[src/rtl/gpio_pkg.sv]
// Shared register indices, CTRL bit positions, reset constants and byte-enable
// helpers for the memory-mapped GPIO controller.
package gpio_pkg;

    localparam logic [2:0] GPIO_SW_DATA   = 3'd0;
    localparam logic [2:0] GPIO_SW_EDGE   = 3'd1;
    localparam logic [2:0] GPIO_LED_DATA  = 3'd2;
    localparam logic [2:0] GPIO_BLINK_EN  = 3'd3;
    localparam logic [2:0] GPIO_BLINK_DIV = 3'd4;
    localparam logic [2:0] GPIO_CTRL      = 3'd5;

    localparam int CTRL_IRQ_EN = 0;
    localparam int CTRL_LED_EN = 1;

    localparam logic [1:0]  CTRL_RESET  = 2'b10;
    localparam logic        PHASE_RESET = 1'b1;
    localparam logic [31:0] RDATA_RESET = 32'h0000_0000;

    // Expand the 4-bit byte-enable into a 32-bit bit mask.
    function automatic logic [31:0] byte_mask(input logic [3:0] wmask);
        byte_mask = {{8{wmask[3]}}, {8{wmask[2]}}, {8{wmask[1]}}, {8{wmask[0]}}};
    endfunction

    function automatic logic [31:0] merge_bytes(input logic [31:0] old_val,
                                                input logic [31:0] new_val,
                                                input logic [3:0]  wmask);
        logic [31:0] m;
        m = byte_mask(wmask);
        merge_bytes = (old_val & ~m) | (new_val & m);
    endfunction

endpackage

[src/rtl/sw_debounce.sv]
// Switch conditioning: 2-flop synchroniser, free-running sample tick and
// two-consecutive-sample agreement filter. Also flags bits rising this cycle.
module sw_debounce #(
    parameter int WIDTH           = 24,
    parameter int DEBOUNCE_CYCLES = 20000
) (
    input  logic             clock,
    input  logic             reset,
    input  logic [WIDTH-1:0] i_switch,
    output logic [WIDTH-1:0] o_stable,
    output logic [WIDTH-1:0] o_rise
);

    localparam int CW = (DEBOUNCE_CYCLES > 2) ? $clog2(DEBOUNCE_CYCLES) : 1;
    localparam logic [CW-1:0] TICK_LAST = CW'(DEBOUNCE_CYCLES - 1);

    logic [WIDTH-1:0] r_sync1;
    logic [WIDTH-1:0] r_sync2;
    logic [WIDTH-1:0] r_sample;
    logic [WIDTH-1:0] r_stable;
    logic [CW-1:0]    r_tick_cnt;

    logic             w_tick;
    logic [WIDTH-1:0] w_agree;
    logic [WIDTH-1:0] w_stable_nxt;

    // Next stable vector: a bit only moves when this tick's sample matches the last one.
    always_comb begin
        w_tick  = (r_tick_cnt == TICK_LAST);
        w_agree = ~(r_sample ^ r_sync2);
        if (w_tick) begin
            w_stable_nxt = (r_stable & ~w_agree) | (r_sync2 & w_agree);
        end else begin
            w_stable_nxt = r_stable;
        end
    end

    // Synchroniser, tick counter, sample history and stable state.
    always_ff @(posedge clock) begin
        if (reset) begin
            r_sync1    <= '0;
            r_sync2    <= '0;
            r_sample   <= '0;
            r_stable   <= '0;
            r_tick_cnt <= '0;
        end else begin
            r_sync1    <= i_switch;
            r_sync2    <= r_sync1;
            r_tick_cnt <= w_tick ? '0 : (r_tick_cnt + CW'(1));
            r_sample   <= w_tick ? r_sync2 : r_sample;
            r_stable   <= w_stable_nxt;
        end
    end

    assign o_stable = r_stable;
    assign o_rise   = w_stable_nxt & ~r_stable;

endmodule

[src/rtl/mmio_gpio.sv]
// Memory-mapped GPIO: debounced switches with sticky rising-edge capture and
// interrupt, plus LEDs with a per-LED blink enable driven by a shared divider.
module mmio_gpio
    import gpio_pkg::*;
#(
    parameter int SW_WIDTH        = 24,
    parameter int LED_WIDTH       = 24,
    parameter int DEBOUNCE_CYCLES = 20000,
    parameter int DIV_WIDTH       = 24
) (
    input  logic                 clock,
    input  logic                 reset,
    input  logic                 io_read,
    input  logic                 io_write,
    input  logic                 io_sel,
    input  logic [2:0]           addr,
    input  logic [31:0]          wdata,
    input  logic [3:0]           wmask,
    output logic [31:0]          rdata,
    output logic                 rvalid,
    input  logic [SW_WIDTH-1:0]  switch_in,
    output logic [LED_WIDTH-1:0] led_out,
    output logic                 irq
);

    logic [SW_WIDTH-1:0]  r_sw_edge;
    logic [LED_WIDTH-1:0] r_led_data;
    logic [LED_WIDTH-1:0] r_blink_en;
    logic [DIV_WIDTH-1:0] r_blink_div;
    logic [DIV_WIDTH-1:0] r_blink_cnt;
    logic                 r_phase;
    logic [1:0]           r_ctrl;
    logic [31:0]          r_rdata;
    logic                 r_rvalid;
    logic [LED_WIDTH-1:0] r_led_out;
    logic                 r_irq;

    logic [SW_WIDTH-1:0]  w_sw_stable;
    logic [SW_WIDTH-1:0]  w_rise;
    logic                 w_wr;
    logic                 w_rd;
    logic                 w_div_wr;
    logic [SW_WIDTH-1:0]  w_edge_clr;
    logic [SW_WIDTH-1:0]  w_edge_nxt;
    logic [LED_WIDTH-1:0] w_led_data_nxt;
    logic [LED_WIDTH-1:0] w_blink_en_nxt;
    logic [DIV_WIDTH-1:0] w_blink_div_nxt;
    logic [DIV_WIDTH-1:0] w_blink_cnt_nxt;
    logic                 w_phase_nxt;
    logic [1:0]           w_ctrl_nxt;
    logic [31:0]          w_rd_mux;
    logic [LED_WIDTH-1:0] w_led_out_nxt;
    logic                 w_irq_nxt;

    sw_debounce #(
        .WIDTH           (SW_WIDTH),
        .DEBOUNCE_CYCLES (DEBOUNCE_CYCLES)
    ) u_sw_debounce (
        .clock    (clock),
        .reset    (reset),
        .i_switch (switch_in),
        .o_stable (w_sw_stable),
        .o_rise   (w_rise)
    );

    // Register writes with byte-enable merge; fields narrower than 32 bits drop upper bits.
    always_comb begin
        w_wr            = io_write & io_sel;
        w_rd            = io_read & io_sel;
        w_div_wr        = 1'b0;
        w_edge_clr      = '0;
        w_led_data_nxt  = r_led_data;
        w_blink_en_nxt  = r_blink_en;
        w_blink_div_nxt = r_blink_div;
        w_ctrl_nxt      = r_ctrl;
        if (w_wr) begin
            case (addr)
                GPIO_SW_EDGE:   w_edge_clr = SW_WIDTH'(byte_mask(wmask) & wdata);
                GPIO_LED_DATA:  w_led_data_nxt = LED_WIDTH'(merge_bytes(32'(r_led_data), wdata, wmask));
                GPIO_BLINK_EN:  w_blink_en_nxt = LED_WIDTH'(merge_bytes(32'(r_blink_en), wdata, wmask));
                GPIO_BLINK_DIV: begin
                    w_blink_div_nxt = DIV_WIDTH'(merge_bytes(32'(r_blink_div), wdata, wmask));
                    w_div_wr        = 1'b1;
                end
                GPIO_CTRL:      w_ctrl_nxt = 2'(merge_bytes(32'(r_ctrl), wdata, wmask));
                default:        w_div_wr = 1'b0;
            endcase
        end else begin
            w_div_wr = 1'b0;
        end
    end

    // Blink divider: a divider write restarts the half-period with the LEDs lit.
    always_comb begin
        if (w_div_wr) begin
            w_blink_cnt_nxt = w_blink_div_nxt;
            w_phase_nxt     = 1'b1;
        end else if (r_blink_div == '0) begin
            w_blink_cnt_nxt = '0;
            w_phase_nxt     = 1'b1;
        end else if (r_blink_cnt == '0) begin
            w_blink_cnt_nxt = r_blink_div;
            w_phase_nxt     = ~r_phase;
        end else begin
            w_blink_cnt_nxt = r_blink_cnt - DIV_WIDTH'(1);
            w_phase_nxt     = r_phase;
        end
    end

    // Edge flags (a new edge beats a same-cycle clear) and outputs from next state.
    always_comb begin
        w_edge_nxt    = (r_sw_edge & ~w_edge_clr) | w_rise;
        w_irq_nxt     = w_ctrl_nxt[CTRL_IRQ_EN] & (|w_edge_nxt);
        if (w_ctrl_nxt[CTRL_LED_EN]) begin
            w_led_out_nxt = w_led_data_nxt & ~(w_blink_en_nxt & {LED_WIDTH{~w_phase_nxt}});
        end else begin
            w_led_out_nxt = '0;
        end
    end

    // Read mux of pre-write register state.
    always_comb begin
        case (addr)
            GPIO_SW_DATA:   w_rd_mux = 32'(w_sw_stable);
            GPIO_SW_EDGE:   w_rd_mux = 32'(r_sw_edge);
            GPIO_LED_DATA:  w_rd_mux = 32'(r_led_data);
            GPIO_BLINK_EN:  w_rd_mux = 32'(r_blink_en);
            GPIO_BLINK_DIV: w_rd_mux = 32'(r_blink_div);
            GPIO_CTRL:      w_rd_mux = {30'd0, r_ctrl};
            default:        w_rd_mux = 32'd0;
        endcase
    end

    // All architectural state and registered outputs.
    always_ff @(posedge clock) begin
        if (reset) begin
            r_sw_edge   <= '0;
            r_led_data  <= '0;
            r_blink_en  <= '0;
            r_blink_div <= '0;
            r_blink_cnt <= '0;
            r_phase     <= PHASE_RESET;
            r_ctrl      <= CTRL_RESET;
            r_rdata     <= RDATA_RESET;
            r_rvalid    <= 1'b0;
            r_led_out   <= '0;
            r_irq       <= 1'b0;
        end else begin
            r_sw_edge   <= w_edge_nxt;
            r_led_data  <= w_led_data_nxt;
            r_blink_en  <= w_blink_en_nxt;
            r_blink_div <= w_blink_div_nxt;
            r_blink_cnt <= w_blink_cnt_nxt;
            r_phase     <= w_phase_nxt;
            r_ctrl      <= w_ctrl_nxt;
            r_rdata     <= w_rd ? w_rd_mux : r_rdata;
            r_rvalid    <= w_rd;
            r_led_out   <= w_led_out_nxt;
            r_irq       <= w_irq_nxt;
        end
    end

    assign rdata   = r_rdata;
    assign rvalid  = r_rvalid;
    assign led_out = r_led_out;
    assign irq     = r_irq;

endmodule

[config.mk]
export PLATFORM = sky130hd
export DESIGN_NAME = mmio_gpio
export DESIGN_NICKNAME = d
export VERILOG_FILES = /design/src/rtl/gpio_pkg.sv /design/src/rtl/sw_debounce.sv /design/src/rtl/mmio_gpio.sv
export SDC_FILE = /design/constraint.sdc
export NUM_CORES = 1
export LEC_CHECK = 0
export BUFFER_PORTS_ARGS = -buffer_cell sky130_fd_sc_hd__buf_4
export CORE_MARGIN = 4
export CORE_UTILIZATION = 55
export CTS_BUF_LIST = sky130_fd_sc_hd__clkbuf_2 sky130_fd_sc_hd__clkbuf_4 sky130_fd_sc_hd__clkbuf_8
export DETAILED_ROUTE_END_ITERATION = 12
export HOLD_SLACK_MARGIN = 0.15
export PLACE_DENSITY = 0.78
export SYNTH_ARGS = -nofsm -noshare
export SYNTH_HDL_FRONTEND = slang
export SYNTH_SLANG_ARGS = --single-unit
export TNS_END_PERCENT = 1
[constraint.sdc]
create_clock -name clock -period 2 [get_ports clock]
set_input_delay 0.1 -clock clock [delete_from_list [all_inputs] [get_ports clock]]
set_output_delay 0.1 -clock clock [all_outputs]
set_load 0.01 [all_outputs]
==> flow_metrics.tcl, run 1 <==
set metrics [dict create \
    worstSetupPathType "register to register" \
    grt_usage_pct 27.2 \
    end_kind "register" \
    max_freq_mhz 440 \
    rows 53 \
    yosys-top-cells-area "dfxtp_1 48%, mux2i_1 5.7%, nor2_1 5.4%" \
    nNetsFinal 1596 \
    grt_pass1_vias 10197 \
    vdd_drop_max_mv 1.80 \
    dieHeight_um 155 \
    synthesis.area_mm2 0.0118 \
    use_met2_pct 46.2 \
    gp_congestion 0.938 \
    cts_inserted_buffers 44 \
    synth_top_area_cell "dfxtp_1" \
    wl_per_cell_um 18.4 \
    rsz0062_at_grt "yes" \
    max_slew.worst_pin.slew_ps 756 \
    yosys_most_used_dff "dfxtp_1" \
    drive_above_1_share_pct 25.0 \
    grt.overflow.total 0 \
    critical_path_arrival_ps 2750 \
    clk_path_buf_depth 3 \
    netlist.area_leader.share_pct 48.0 \
    slowest_delay_ps 550 \
    crit_required_ps 2470 \
    cts_tree "yes" \
    root_buffer "clkbuf_8" \
    io_buffer_count 108 \
    start_kind "register" \
    cp_max_fo 5 \
    pwr-share-seq_pct 26.7 \
    drc 0 \
    core_mm2 0.0211 \
    slew_viol_final 0 \
    finalCoreUtilization_pct 73.7 \
    met1_usage_pct 35.5 \
    detail_route.vias_per_cell 5.75 \
    status "complete, but fails checks" \
    wl_mm 33.8 \
    top_usage_layer "met2" \
    syn_inst 1273 \
    finalPower_mw 22.9 \
    dpl_cell_area_mm2 0.0135 \
    combPwrFrac_pct 48.8 \
    ys_async_sr_fraction_pct 0 \
    cp_common_cell "nor3_2" \
    initial_core_util_pct 56.1 \
    power_density_mw_per_mm2 1480 \
    clock-sinks 284 \
    max_slew_margin_pct 49.6 \
    synth_seq_cells 284 \
    drtIter0Drc 799 \
    grt_pass1_wl_mm 52.9 \
    p_leak_nw 6.40 \
    setup_viol 50 \
    drt-pass1-iter-count 5 \
    clock_skew_ps 30.6 \
    drtAntennaViolNets 0 \
    worst_slack_ps -275 \
    p_sw_mw 8.53 \
    crit_family "simple AND/OR/NAND/NOR gates" \
    diodes 0 \
    hold_path_class "input pin to register" \
    maxCapViolCount 0 \
    synth_edf_count 0 \
    crit_chain "or4_4, nor4_4, nand4_4, xnor2_4, buf_12, buf_8, nor3_2, nor3_2" \
    fp.dieW_um 155 \
    die_area_mm2 0.0239 \
    critPathBufInv 2 \
    violations "negative setup slack" \
    cts_max_level 2 \
    layout_min_cycle_time_ps 2270 \
    slowest_stage "or4_4" \
    synth_warnings 0 \
    met3_usage_pct 3.95 \
    ios 126 \
    antenna_found_initial 0 \
    final_area_mm2 0.0155 \
    hold_viol 0 \
    whs_ps 253 \
    switching_share_pct 37.2 \
    period_share_pct 114 \
    clockPowerShare_pct 24.4 \
    path_clk_slew_ps 60 \
    clkLatencyLatePin_ps 570 \
    yosysSeqAreaShare_pct 48.0 \
    vias 10560 \
    p_int_mw 14.4 \
    synth_area_per_cell_um2 9.30 \
    area_growth_syn_to_layout_pct 31.3 \
    grt_max_degree 71 \
    hpwlAfterDp_mm 22.5 \
    yosysUniqueCellTypes 59 \
]
## flip-flops by register name, indices dropped and copies added, names as in the netlist, 15 cells and up
signal,flops
led_out,24
r_blink_cnt,24
r_blink_div,24
r_blink_en,24
r_led_data,24
r_sw_edge,24
rdata,24
u_sw_debounce.o_stable,24
u_sw_debounce.r_sample,24
u_sw_debounce.r_sync1,24
u_sw_debounce.r_sync2,24
u_sw_debounce.r_tick_cnt,15
## power groups by stage
stage	clock [mW]	sequential (mW)	combinational, mW
floorplan	0	6.26	6.62
CTS	5.64	6.13	9.89
finish	5.61	6.13	11.2
global placement	0	6.24	9.39
global route	5.92	6.15	12.2
detailed placement	0	6.25	9.54
## what timing repair did
| item | CTS | global route |
|---|---|---|
| buffers inserted | 1 | 2 |
| resized for setup | 21 | 46 |
| endpoints found under the setup margin | 37 | 75 |
| hold endpoints to repair | 203 | 0 |
| cloned | 1 | 0 |
| pin swaps | 7 | 7 |
| hold buffers | 79 | 0 |
## Yosys cell counts, types with 2 or more instances
| cell | n |
|---|---|
| dfxtp_1 | 284 |
| nor2_1 | 171 |
| nand2_1 | 120 |
| a21oi_1 | 107 |
| mux2i_1 | 67 |
| nor2b_1 | 66 |
| clkbuf_1 | 49 |
| nor3_1 | 36 |
| o21ai_0 | 33 |
| a21o_1 | 32 |
| nand3_1 | 29 |
| buf_2 | 24 |
| mux4_2 | 23 |
| a22oi_1 | 21 |
| nor3_2 | 21 |
| xnor2_1 | 18 |
| nor4_1 | 17 |
| o2bb2ai_1 | 17 |
| o31ai_1 | 15 |
| xor2_1 | 13 |
| nand4_1 | 10 |
| inv_1 | 9 |
| and4b_1 | 8 |
| buf_4 | 8 |
| a211oi_1 | 7 |
| nor2_2 | 6 |
| a22o_1 | 5 |
| and3_1 | 5 |
| buf_1 | 5 |
| nand2b_1 | 4 |
| and4_1 | 3 |
| ha_1 | 3 |
| or2_2 | 3 |
| or4_1 | 3 |
| and2_1 | 2 |
| buf_6 | 2 |
| mux2_2 | 2 |
| nand3b_1 | 2 |
| nor3b_1 | 2 |
| nor4_4 | 2 |
## cells in the final DEF, fill, tap and decap left out, types with 4 or more instances in the layout
cell and instances:
nand2_1 120, nand4_1 10, o21ai_1 19, bufinv_16 4
a22oi_1 21, conb_1 8, inv_1 9, buf_4 191
nor3_2 39, and4b_1 8, dlygate4sd3_1 79, nor3_1 16
clkbuf_8 56, a211oi_1 7, a22o_1 5, nor2_1 171
o2bb2ai_1 17, mux4_2 23, mux2i_1 67, o21ai_0 14
nand2b_1 4, a21oi_2 6, nor4_1 17, nor2b_1 65
nor2_2 6, xor2_1 13, nand3_1 29, a21o_1 32
xnor2_1 18, clkbuf_4 15, o31ai_1 13, a21oi_1 101
buf_12 11, and3_1 4, buf_6 5, dfxtp_1 283
## kinds of logic after synthesis
family	count (synthesis)	synth area share (%)
buffers and inverters	98	3.75
muxes	92	10.2
AOI/OAI and AO/OA	244	12.8
xor gates and xnor gates	32	2.53
other	1	0.0317
and+or+nand+nor	519	22.3
adders and majority gates	3	0.317
DFF	284	48.0
## per-stage QoR
| stage | cells | worst slack [ps] | TNS [ps] |
|---|---|---|---|
| after floorplan | 1280 | 3.50 | 0 |
| after global placement | 1671 | -163 | -1100 |
| after detailed placement | 1671 | -221 | -2240 |
| after CTS | 1833 | -123 | -2100 |
| after global routing | 1835 | -346 | -11410 |
| final | 1835 | -275 | -6830 |
## worst min-delay path, stage by stage
cell	delay (ps)
buf_4	90
buf_4	100
buf_4	160
o22ai_1	90
nor2_1	150
nor3_1	60
## routing by layer
metal  share of wire [%]  wire [um]
met1                  41      13900
met2                  48      16300
met3                 7.3       2480
met4                 3.1       1040
met5                   0          0
## path summary, 6_finish.rpt
path / start / endpoint / slack [ps] / cells past startpoint
max: r_blink_cnt[16] / led_out[14] / -270 / 8
min: addr[2] / rdata[0] / 250 / 6
max reg2reg: r_blink_cnt[16] / led_out[14] / -270 / 8
min reg2reg: u_sw_debounce.r_sync1[9] / u_sw_debounce.r_sync2[9] / 430 / 1
## final cells by class
type	count	area, um^2
Fill cell	1457	5540
Inverter	9	33.8
Multi-Input combinational cell	898	5900
Clock inverter	10	165
Clock buffer	71	883
Timing Repair Buffer	288	2530
Sequential cell	284	5690
Tap cell	275	344
Power figures use the tool's default switching activity.
==> run 2: changes to the inputs <==
BUFFER_PORTS_ARGS = -buffer_cell sky130_fd_sc_hd__buf_2   (was -buffer_cell sky130_fd_sc_hd__buf_4)
CELL_PAD_IN_SITES_DETAIL_PLACEMENT = 2   (was unset)
CELL_PAD_IN_SITES_GLOBAL_PLACEMENT = 2   (was unset)
CORE_UTILIZATION = 34   (was 55)
CTS_BUF_LIST = sky130_fd_sc_hd__clkbuf_8   (was sky130_fd_sc_hd__clkbuf_2 sky130_fd_sc_hd__clkbuf_4 sky130_fd_sc_hd__clkbuf_8)
PLACE_DENSITY = unset   (was 0.78)
PLACE_DENSITY_LB_ADDON = 0.1   (was unset)
==> run 2 against run 1 <==
The flow still finishes with violations (negative setup slack). Critical path depth grew 3. Clock skew shrank 13 ps. Setup slack gained 40 ps. Routed wire length grew 29%. Register-to-register slack gained 40 ps. Utilization shrank 28 points. Largest cell class unchanged.
==> flow_metrics.tcl, run 2 (same netlist as run 1, synthesis figures left out) <==
set metrics [dict create \
    r2r_slack_ps -230 \
    drc 0 \
    dpl_cell_area_mm2 0.0138 \
    grt_max_degree 63 \
    setup_viol 16 \
    max_slew_margin_pct 65.8 \
    crit_required_ps 2520 \
    clkLatencyLatePin_ps 640 \
    cts_max_level 2 \
    final_cells 2063 \
    clock-sinks 284 \
    clk_path_buf_depth 3 \
    detail_route.vias_per_cell 5.12 \
    wl_per_cell_um 21.1 \
    finalPower_mw 22.8 \
    antenna_found_initial 1 \
    holdPathStages 7 \
    rsz0062_at_grt "yes" \
    ios 126 \
    hold_viol 0 \
    worstSetupStartpoint "u_sw_debounce.r_tick_cnt[0]" \
    worst_slack_ps -235 \
    dieHeight_um 195 \
    fp.dieW_um 195 \
    critPathCapture "irq" \
    cts_inserted_buffers 51 \
    grt.overflow.total 0 \
    place_ws_ps -273 \
    nNetsFinal 1647 \
    drtAntennaViolNets 0 \
    die_area_mm2 0.0379 \
    root_buffer "clkbuf_8" \
    maxCapViolCount 0 \
    power_density_mw_per_mm2 1440 \
    finalCoreUtilization_pct 46.0 \
    vias 10570 \
    core_mm2 0.0345 \
    gp_congestion 0.814 \
    hpwlAfterDp_mm 30.4 \
    max_freq_mhz 447 \
    placed_cells 1888 \
    layout_min_cycle_time_ps 2230 \
    grt_pass1_vias 11629 \
    slew_viol_final 0 \
    io_buffer_count 108 \
    drt-pass1-iter-count 5 \
    final_area_mm2 0.0159 \
    area_growth_syn_to_layout_pct 34.0 \
    final_cell_mix "281 x dfxtp_1, 171 x nor2_1, 120 x nand2_1" \
    fillers 3691 \
    grt_usage_pct 22.4 \
    p_leak_nw 6.61 \
    cp_max_fo 5 \
    cts_tree "yes" \
    final_common_cell "dfxtp_1" \
    reg2regPathDepth 11 \
    clock_skew_ps 17.4 \
    worstSetupPathType "register to register" \
    status "complete, but fails checks" \
    grt_pass1_wl_mm 67.6 \
    path_clk_slew_ps 60 \
    wl_mm 43.6 \
    end_kind "register" \
    max_slew.worst_pin.slew_ps 508 \
    hold_path_class "input pin to register" \
    whs_ps 240 \
    violations "negative setup slack" \
    setup-tns-final_ps -848 \
    critical_path_arrival_ps 2750 \
    initial_core_util_pct 34.4 \
    r2r_start "u_sw_debounce.r_tick_cnt[0]" \
    start_kind "register" \
    period_share_pct 112 \
    vdd_drop_max_mv 2.88 \
    reg2reg_to "irq" \
    drive_above_1_share_pct 26.0 \
    drtIter0Drc 529 \
    rows 68 \
]
## run 2: area by class of cell
class / count / area [um^2] / share of cell area (%)
Antenna cell: 2 / 5.00 / 0.0316
Clock buffer: 58 / 798 / 5.03
Clock inverter: 25 / 125 / 0.789
Inverter: 9 / 33.8 / 0.213
Multi-Input combinational cell: 898 / 5970 / 37.6
Sequential cell: 284 / 5690 / 35.9
Tap cell: 455 / 569 / 3.59
Timing Repair Buffer: 332 / 2670 / 16.8
## run 2: worst max-delay path, stage by stage, from the launching register on
cell and delay, ps:
dfxtp_2 330, ha_4 150, and3_4 150, buf_6 120
nand4_1 100, buf_6 140, buf_12 110, buf_12 110
o31ai_4 60, nor4_2 310, nand4_1 230, o31a_1 330
## run 2: worst min-delay path by stage
stage / slack, ps / from / endpoint
final: 240 / io_write / r_ctrl[1]
after global routing: 260 / io_sel / r_sw_edge[11]
after CTS: 180 / io_write / r_sw_edge[0]
after detailed placement: 320 / switch_in[6] / u_sw_debounce.r_sync1[6]
after global placement: 310 / switch_in[14] / u_sw_debounce.r_sync1[14]
after floorplan: 230 / switch_in[0] / u_sw_debounce.r_sync1[0]
## run 2: power by group
part / internal [mW] / total (mW) / switching, mW
registers: 5.93 / 6.15 / 0.227
clock network: 2.63 / 5.12 / 2.49
logic: 5.11 / 11.5 / 6.41
## run 2: repair_timing
action | in CTS | in global routing
hold buffers | 84 | 0
setup buffers | 3 | 2
gates cloned | 1 | 0
resized for setup | 30 | 27
setup endpoints to repair | 57 | 60
endpoints found under the hold margin | 265 | 0
pin swaps | 7 | 9
## run 2: routing by layer
metal | up-vias | track usage (%) | share of wire, %
met4 | 0 | 6.51 | 2.5
met1 | 5289 | 29.1 | 45
met5 | - | 0 | 0
met2 | 191 | 38.4 | 49
met3 | 63 | 3.81 | 3.5
li1 | 5027 | - | -
